File: src/rtl/mmult_host.sv
// Host initiator for the 3x3 mmult engine: loads 18 bytes into A/B, runs mmult, streams 9 results.
// mm_enable rises 1 cycle after the last byte; in_ready=0 outside LOAD; out_data holds while out_ready=0.
module mmult_host #(
    parameter int TIMEOUT = 16
) (
    input  logic         clk,
    input  logic         reset_n,
    input  logic         in_valid,
    input  logic [7:0]   in_data,
    output logic         in_ready,
    output logic         mm_enable,
    output logic [0:71]  mm_A_mat,
    output logic [0:71]  mm_B_mat,
    input  logic         mm_valid,
    input  logic [0:152] mm_C_mat,
    output logic         out_valid,
    output logic [16:0]  out_data,
    output logic         out_last,
    input  logic         out_ready,
    output logic         busy,
    output logic         timeout_err
);

    localparam int TW = $clog2(TIMEOUT + 1);

    typedef enum logic [1:0] {
        ST_LOAD,
        ST_START,
        ST_WAIT,
        ST_SEND
    } state_t;

    state_t          state_q;
    state_t          state_d;
    logic            armed_q;
    logic [4:0]      byte_cnt_q;
    logic [3:0]      elem_cnt_q;
    logic [TW-1:0]   tmo_cnt_q;
    logic [0:152]    c_shadow_q;

    logic            in_fire;
    logic            out_fire;
    logic            capture;
    logic            abort;
    logic            enable_d;
    logic [3:0]      slot;

    // armed_q keeps in_ready low until the first edge after reset release
    assign in_ready  = armed_q && (state_q == ST_LOAD);
    assign out_valid = (state_q == ST_SEND);
    assign out_last  = out_valid && (elem_cnt_q == 4'd8);
    assign out_data  = out_valid ? c_shadow_q[17*elem_cnt_q +: 17] : 17'd0;
    assign busy      = (state_q != ST_LOAD);

    assign in_fire  = in_valid && in_ready;
    assign out_fire = out_valid && out_ready;
    assign slot     = (byte_cnt_q < 5'd9) ? byte_cnt_q[3:0] : 4'(byte_cnt_q - 5'd9);

    always_comb begin
        state_d  = state_q;
        enable_d = mm_enable;
        capture  = 1'b0;
        abort    = 1'b0;
        case (state_q)
            ST_LOAD: begin
                if (in_fire && (byte_cnt_q == 5'd17)) begin
                    state_d = ST_START;
                end
            end
            ST_START: begin
                state_d  = ST_WAIT;
                enable_d = 1'b1;
            end
            ST_WAIT: begin
                if (mm_valid) begin
                    state_d  = ST_SEND;
                    enable_d = 1'b0;
                    capture  = 1'b1;
                end else if (tmo_cnt_q == TW'(TIMEOUT - 1)) begin
                    state_d  = ST_LOAD;
                    enable_d = 1'b0;
                    abort    = 1'b1;
                end
            end
            ST_SEND: begin
                if (out_fire && out_last) begin
                    state_d = ST_LOAD;
                end
            end
            default: begin
                state_d  = ST_LOAD;
                enable_d = 1'b0;
            end
        endcase
    end

    always_ff @(posedge clk or negedge reset_n) begin
        if (!reset_n) begin
            state_q     <= ST_LOAD;
            armed_q     <= 1'b0;
            mm_enable   <= 1'b0;
            timeout_err <= 1'b0;
        end else begin
            state_q     <= state_d;
            armed_q     <= 1'b1;
            mm_enable   <= enable_d;
            timeout_err <= abort;
        end
    end

    always_ff @(posedge clk or negedge reset_n) begin
        if (!reset_n) begin
            byte_cnt_q <= 5'd0;
            elem_cnt_q <= 4'd0;
            tmo_cnt_q  <= '0;
            mm_A_mat   <= '0;
            mm_B_mat   <= '0;
            c_shadow_q <= '0;
        end else begin
            if (in_fire) begin
                if (byte_cnt_q < 5'd9) begin
                    mm_A_mat[8*slot +: 8] <= in_data;
                end else begin
                    mm_B_mat[8*slot +: 8] <= in_data;
                end
                byte_cnt_q <= (byte_cnt_q == 5'd17) ? 5'd0 : byte_cnt_q + 5'd1;
            end

            if (state_q == ST_START) begin
                tmo_cnt_q <= '0;
            end else if (state_q == ST_WAIT) begin
                tmo_cnt_q <= tmo_cnt_q + 1'b1;
            end

            if (capture) begin
                c_shadow_q <= mm_C_mat;
            end

            // an aborted job must not leak stale operands into the next one
            if (abort) begin
                mm_A_mat   <= '0;
                mm_B_mat   <= '0;
                byte_cnt_q <= 5'd0;
            end

            if (out_fire) begin
                elem_cnt_q <= out_last ? 4'd0 : elem_cnt_q + 4'd1;
            end
        end
    end

endmodule

File: config.mk
export PLATFORM = sky130hd
export DESIGN_NAME = mmult_host
export DESIGN_NICKNAME = d
export VERILOG_FILES = /design/src/rtl/mmult_host.sv
export SDC_FILE = /design/constraint.sdc
export NUM_CORES = 1
export LEC_CHECK = 0
export CAP_MARGIN = 20
export CORE_AREA = 3 3 210 212
export CTS_CLUSTER_DIAMETER = 120
export DETAILED_ROUTE_END_ITERATION = 16
export DIE_AREA = 0 0 213 215
export DONT_BUFFER_PORTS = 1
export GPL_ROUTABILITY_DRIVEN = 0
export MAX_ROUTING_LAYER = met4
export PLACE_DENSITY = 0.55
export SETUP_SLACK_MARGIN = 0.15
export SYNTH_ARGS = -nofsm -noshare
export SYNTH_HDL_FRONTEND = slang
export SYNTH_SLANG_ARGS = --single-unit
File: constraint.sdc
create_clock -name clk -period 2.15 [get_ports clk]
set_input_delay 0.215 -clock clk [delete_from_list [all_inputs] [get_ports clk]]
set_output_delay 0.215 -clock clk [all_outputs]
set_load 0.02 [all_outputs]
**Word-level counts from Yosys, hierarchy flattened**

Index checks and enable logic that the tools add are counted.

- $add $sub $neg: 5
- Multipliers: 1
- $lt $le $gt $ge: 1
- Eq/ne operators: 10
- Shift operators: 3
- Mux-type cells: 29
- Bitwise operators: 2
- Reductions and logical operators: 15

Operators by type and width:

| kind | number |
|---|---|
| 72-bit 2-to-1 mux | 6 |
| 153-bit by 33-bit variable part select with 154-bit output | 1 |
| 72-bit bitwise mux | 2 |
| 73-bit by 34-bit variable shift with 72-bit output (first input constant) | 1 |
| 73-bit by 34-bit variable part select with 72-bit output | 1 |
| 33-bit negation with 34-bit output | 1 |
| 7-bit NOT with 33-bit output | 1 |
| 9-bit NOT with 33-bit output | 1 |
| 5-bit 2-to-1 mux | 5 |
| 17-bit 2-to-1 mux | 1 |
| 5-bit by 1-bit adder with 5-bit output (second input constant) | 2 |
| 5-bit by 4-bit multiplier with 9-bit output (first input constant) | 1 |
| 2-bit 2-to-1 mux | 4 |
| 4-bit 2-to-1 mux | 2 |
| 2-bit case mux with 4 select lines | 1 |
| 2-bit nonzero test | 4 |
| 1-bit 2-to-1 mux | 7 |
| 1-bit logical AND | 6 |
| 2-bit AND reduction | 3 |
| 5-bit by 4-bit == test with 1-bit output (second input constant) | 1 |
| 5-bit == test (second input constant) | 1 |
| 5-bit by 4-bit less-than comparator with 1-bit output (second input constant) | 1 |
| 4-bit by 1-bit adder with 4-bit output (second input constant) | 1 |
| 2-bit == test (second input constant) | 2 |
| 9 further kinds | 10 |

- Register bits after elaboration: 316
- Bits of input ports: 166
- Output and inout bits: 167
- Word-level logic and storage cells: 76

**Logic depth before layout (Yosys ltp)**

- Depth after elaboration: 9
- Depth in mapped cells: 10
- Mapped depth without buffers: 7

**Worst setup path after synthesis**

Ideal clock, no wire load.

- Path type: register to register
- From: reg elem_cnt_q[1]
- To: reg state_q[1]
- Setup time: 0.129 ns
- Data arrival time: 2.336 ns
- Data required time: 2.021 ns
- Setup slack: -0.315 ns
- Cell stages (with the launch flop): 11
- Buffers on the path: 3
- Clock period less this slack: 2.465 ns
- Path through: dfrtp_1 -> buf_6 -> buf_2 -> inv_2 -> clkbuf_1 -> ha_1 -> and4b_1 -> nand2_1 -> a211o_1 -> o21ai_0 -> o31ai_1

- Cells in the longest elaborated chain, start to end: 5

Ends and longest elaborated chain:

| item | RTL line | text |
|---|---|---|
| start: declaration | 37 | `logic [3:0] elem_cnt_q;` |
| start signal: assignment | 147 | `elem_cnt_q <= out_last ? 4'd0 : elem_cnt_q + 4'd1;` |
| 4-bit == test | 51 | `assign out_last = out_valid && (elem_cnt_q == 4'd8);` |
| 1-bit logical AND | 51 |  |
| via out_last | 18 | `output logic out_last,` |
| 1-bit logical AND | 86 | `if (out_fire && out_last) begin` |
| 2-bit by 1-bit != test with 1-bit output (no source line) | n/a |  |
| 3-bit AND reduction (no source line) | n/a |  |
| end signal: assignment | 104 | `state_q <= state_d;` |
| end: declaration | 33 | `state_t state_q;` |

The timed path passes the listed nets, and every way through them passes these cells.
A chain may end at the register's enable or synchronous reset.

**Final worst setup path**

- From: reg elem_cnt_q[1]
- To: out out_data[12]

- Cells in the longest elaborated chain, start to end: 4

Ends and longest elaborated chain:

| item | RTL line | text |
|---|---|---|
| 5-bit by 4-bit multiplier with 9-bit output | 52 | `assign out_data = out_valid ? c_shadow_q[17*elem_cnt_q +: 17] : 17'd0;` |
| 9-bit NOT with 33-bit output (implied by the code) | 52 |  |
| 153-bit by 33-bit variable part select with 154-bit output | 52 |  |
| 17-bit 2-to-1 mux | 52 |  |
| end: declaration | 17 | `output logic [16:0] out_data,` |

Every way passes these cells.

==> flow_metrics.env <==
export IMPL_power_density_nw_per_um2=1590
export IMPL_clkSinkCount=316
export IMPL_portBuffers=0
export IMPL_pre_cts_ws_ps=-408
export IMPL_yosysWarnings=0
export IMPL_crit_path_end_kind="primary output"
export IMPL_synth_area_top_cells="dfrtp_1, mux2_2, mux4_2, mux2i_1, a21oi_1"
export IMPL_drv_cap=0
export IMPL_final_setup_worst_slack_ps=-857
export IMPL_clk_pin_slew_ps=70
export IMPL_clock_latency_ps=550
export IMPL_worst_ep_required_time_ps=1930
export IMPL_power_leakage_uw=0.00991
export IMPL_fin_crit_ps=3010
export IMPL_cts_tree="done"
export IMPL_syn_inst=1568
export IMPL_ys_seq_area_share_pct=46.9
export IMPL_cts_hold_buffers_added=163
export IMPL_final_seq_area_um2=7920
export IMPL_postRouteAntennaNets=0
export IMPL_routedWlPerCell_um=26.2
export IMPL_grt_max_degree=317
export IMPL_antenna_found_initial=6
export IMPL_yosys_cell_count_top_type="dfrtp_1"
export IMPL_fin_util_pct=55.5
export IMPL_ys_flop_type="dfrtp_1"
export IMPL_fp_dieW_um=213
export IMPL_drc=0
export IMPL_htreeDepth=2
export IMPL_grt_pass1_wl_um=94500
export IMPL_ioPinCount=333
export IMPL_multi_input_area_um2=9090
export IMPL_synth_area_um2=16900
export IMPL_synthesis_nets=1746
export IMPL_yosysTopAreaCellShare_pct=46.9
export IMPL_drt_initial_drc_count=1489
export IMPL_fp_row_count=75
export IMPL_wirelength_um=64500
export IMPL_fin_skew_ps=14.7
export IMPL_setup_viol=22
export IMPL_grt_pass1_vias=14900
export IMPL_slew_viol_final=0
export IMPL_synth_async_reset_ratio_pct=100
export IMPL_die_area_um2=45800
export IMPL_worstMarginPinSlew_ps=1210
export IMPL_numCtsBuffers=38
export IMPL_vias_per_cell=6.08
export IMPL_core_area_um2=42100
export IMPL_startpoint="elem_cnt_q[1]"
export IMPL_critical_path_peak_fanout=8
export IMPL_rrSetupSlack_ps=-310
export IMPL_ys_types=68
export IMPL_final_fill_count=3539
export IMPL_hold_slack_ps=-632
export IMPL_postSynthAreaPerCell_um2=10.8
export IMPL_relSlewSlack_pct=18.9
export IMPL_area_delta_synth_final_pct=38.5
export IMPL_status="finished with violations"
export IMPL_grt_overflow_total=0
export IMPL_ys_top_cells_by_count="dfrtp_1, mux2_2, a21oi_1, nand2_1, clkbuf_1"
export IMPL_r2r_start="elem_cnt_q[1]"
export IMPL_first_pass_iters=5
export IMPL_hp_class="input port to async pin"
export IMPL_die_y_um=215
export IMPL_fmax_mhz=333
export IMPL_path_class="flop to primary output"
export IMPL_hold_viol=316
export IMPL_arrival_ps=2790
export IMPL_hpwl_um=43600
export IMPL_drive_gt1_share_pct=37.0
export IMPL_period_share_pct=140
export IMPL_start_util_pct=40.0
export IMPL_rsz0062_at_grt="true"
export IMPL_violations="negative hold slack, negative setup slack"
export IMPL_cp_start_kind="flop"
export IMPL_clockBufferDepth=3
export IMPL_ys_ff_latch=316
export IMPL_vias=14900
export IMPL_synth_edff_count=0
export IMPL_grt_use_total_pct=27.6
export IMPL_fin_nets=2066
export IMPL_synth_top_cell_by_area="dfrtp_1"
export IMPL_cts_root_buf="clkbuf_16"
export IMPL_ir_drop_mv=0.926
[logic make-up (layout without fill, tap and decap cells)]
group / Yosys count / after routing / synth area share, %
AND/OR/NAND/NOR: 400 / 404 / 11.6
buffers and inverters: 188 / 526 / 4.66
XOR/XNOR: 1 / 1 / 0.0519
AO/OA/AOI/OAI: 349 / 349 / 13.1
other: 1 / 8 / 0.0222
adder cells (fa/ha/maj): 12 / 12 / 0.890
multiplexers: 301 / 301 / 22.8
flip-flops: 316 / 316 / 46.9
[where the power goes]
group	leakage [µW]	switching (µW)	internal [µW]
sequential	0.00403	3940	8430
combinational	0.00527	9010	9100
clock	0.000612	2630	4000
[cell usage in the layout, fill, tap and decap left out, drive strengths merged, types with 5 or more instances in the layout]
master / n
clkinvlp: 6
nand2b: 6
a211oi: 10
dfrtp: 316
o31ai: 66
o211ai: 6
nand4: 69
nor2: 62
nor3: 15
a31oi: 10
and3: 7
and2: 7
nand2: 133
a22oi: 9
or2: 10
o2111ai: 5
ha: 12
a21oi: 138
mux2i: 91
mux4: 50
clkbuf: 52
o22ai: 10
nor2b: 12
nand3: 66
inv: 23
nor4: 5
o21ai: 46
a32oi: 5
a211o: 5
diode: 7
dlygate4sd3: 163
buf: 272
mux2: 160
clkinv: 6
[flip-flops by register name (all words and copies together), names as in the netlist]
signal / flops
armed_q: 1
byte_cnt_q: 5
c_shadow_q: 153
elem_cnt_q: 4
mm_A_mat: 72
mm_B_mat: 72
mm_enable: 1
state_q: 2
timeout_err: 1
tmo_cnt_q: 5
[layout make-up]
class / count / area share (%)
multi-input combinational: 1068 / 38.9
sequential: 316 / 33.9
timing repair buffer: 438 / 18.3
clock buffer: 49 / 4.59
tap: 539 / 2.89
clock inverter: 13 / 0.830
inverter: 26 / 0.525
antenna: 7 / 0.0750
[through the flow]
| step | TNS [ps] | area, µm² | power, µW | std cells |
|---|---|---|---|---|
| 6_report | -13740 | 23400 | 37100 | 2456 |
| 5_1_grt | -14750 | 23400 | 38800 | 2455 |
| 4_1_cts | -13020 | 22400 | 35100 | 2410 |
| 3_5_place_dp | -6990 | 18900 | 26900 | 2163 |
| 3_3_place_gp | -4690 | 18900 | 26700 | 2163 |
| 2_1_floorplan | -143 | 17100 | 20600 | 1568 |
[per-layer routing]
| metal | track usage [%] | vias up | share of wire [%] |
|---|---|---|---|
| li1 | - | 6467 | - |
| met1 | 35.6 | 7479 | 40 |
| met2 | 41.7 | 790 | 46 |
| met3 | 7.22 | 185 | 9.7 |
| met4 | 10.9 | 0 | 4.5 |
| met5 | - | - | 0 |
[path summary, 6_finish.rpt]
check	end	depth (start not counted)
setup / recovery	out_data[12]	4
hold / removal	c_shadow_q[7]	0
setup reg to reg	state_q[0]	13
hold reg to reg	c_shadow_q[145]	1
max in group asynchronous	mm_A_mat[23]	0
min in group clk	state_q[1]	3
[worst max-delay path: stages (launching register included)]
cell and delay, ps:
dfrtp_4 510, mux4_2 530, mux4_2 520, o221a_1 300
o311a_4 370
[what timing repair did]
action	4_1_cts	5_1_grt
gates cloned	2	7
buffers inserted	20	31
pin swaps	23	51
resized for setup	99	145
hold endpoints to repair	617	316
setup endpoints to repair	166	252
No activity file was read; power rests on OpenSTA's default activity.
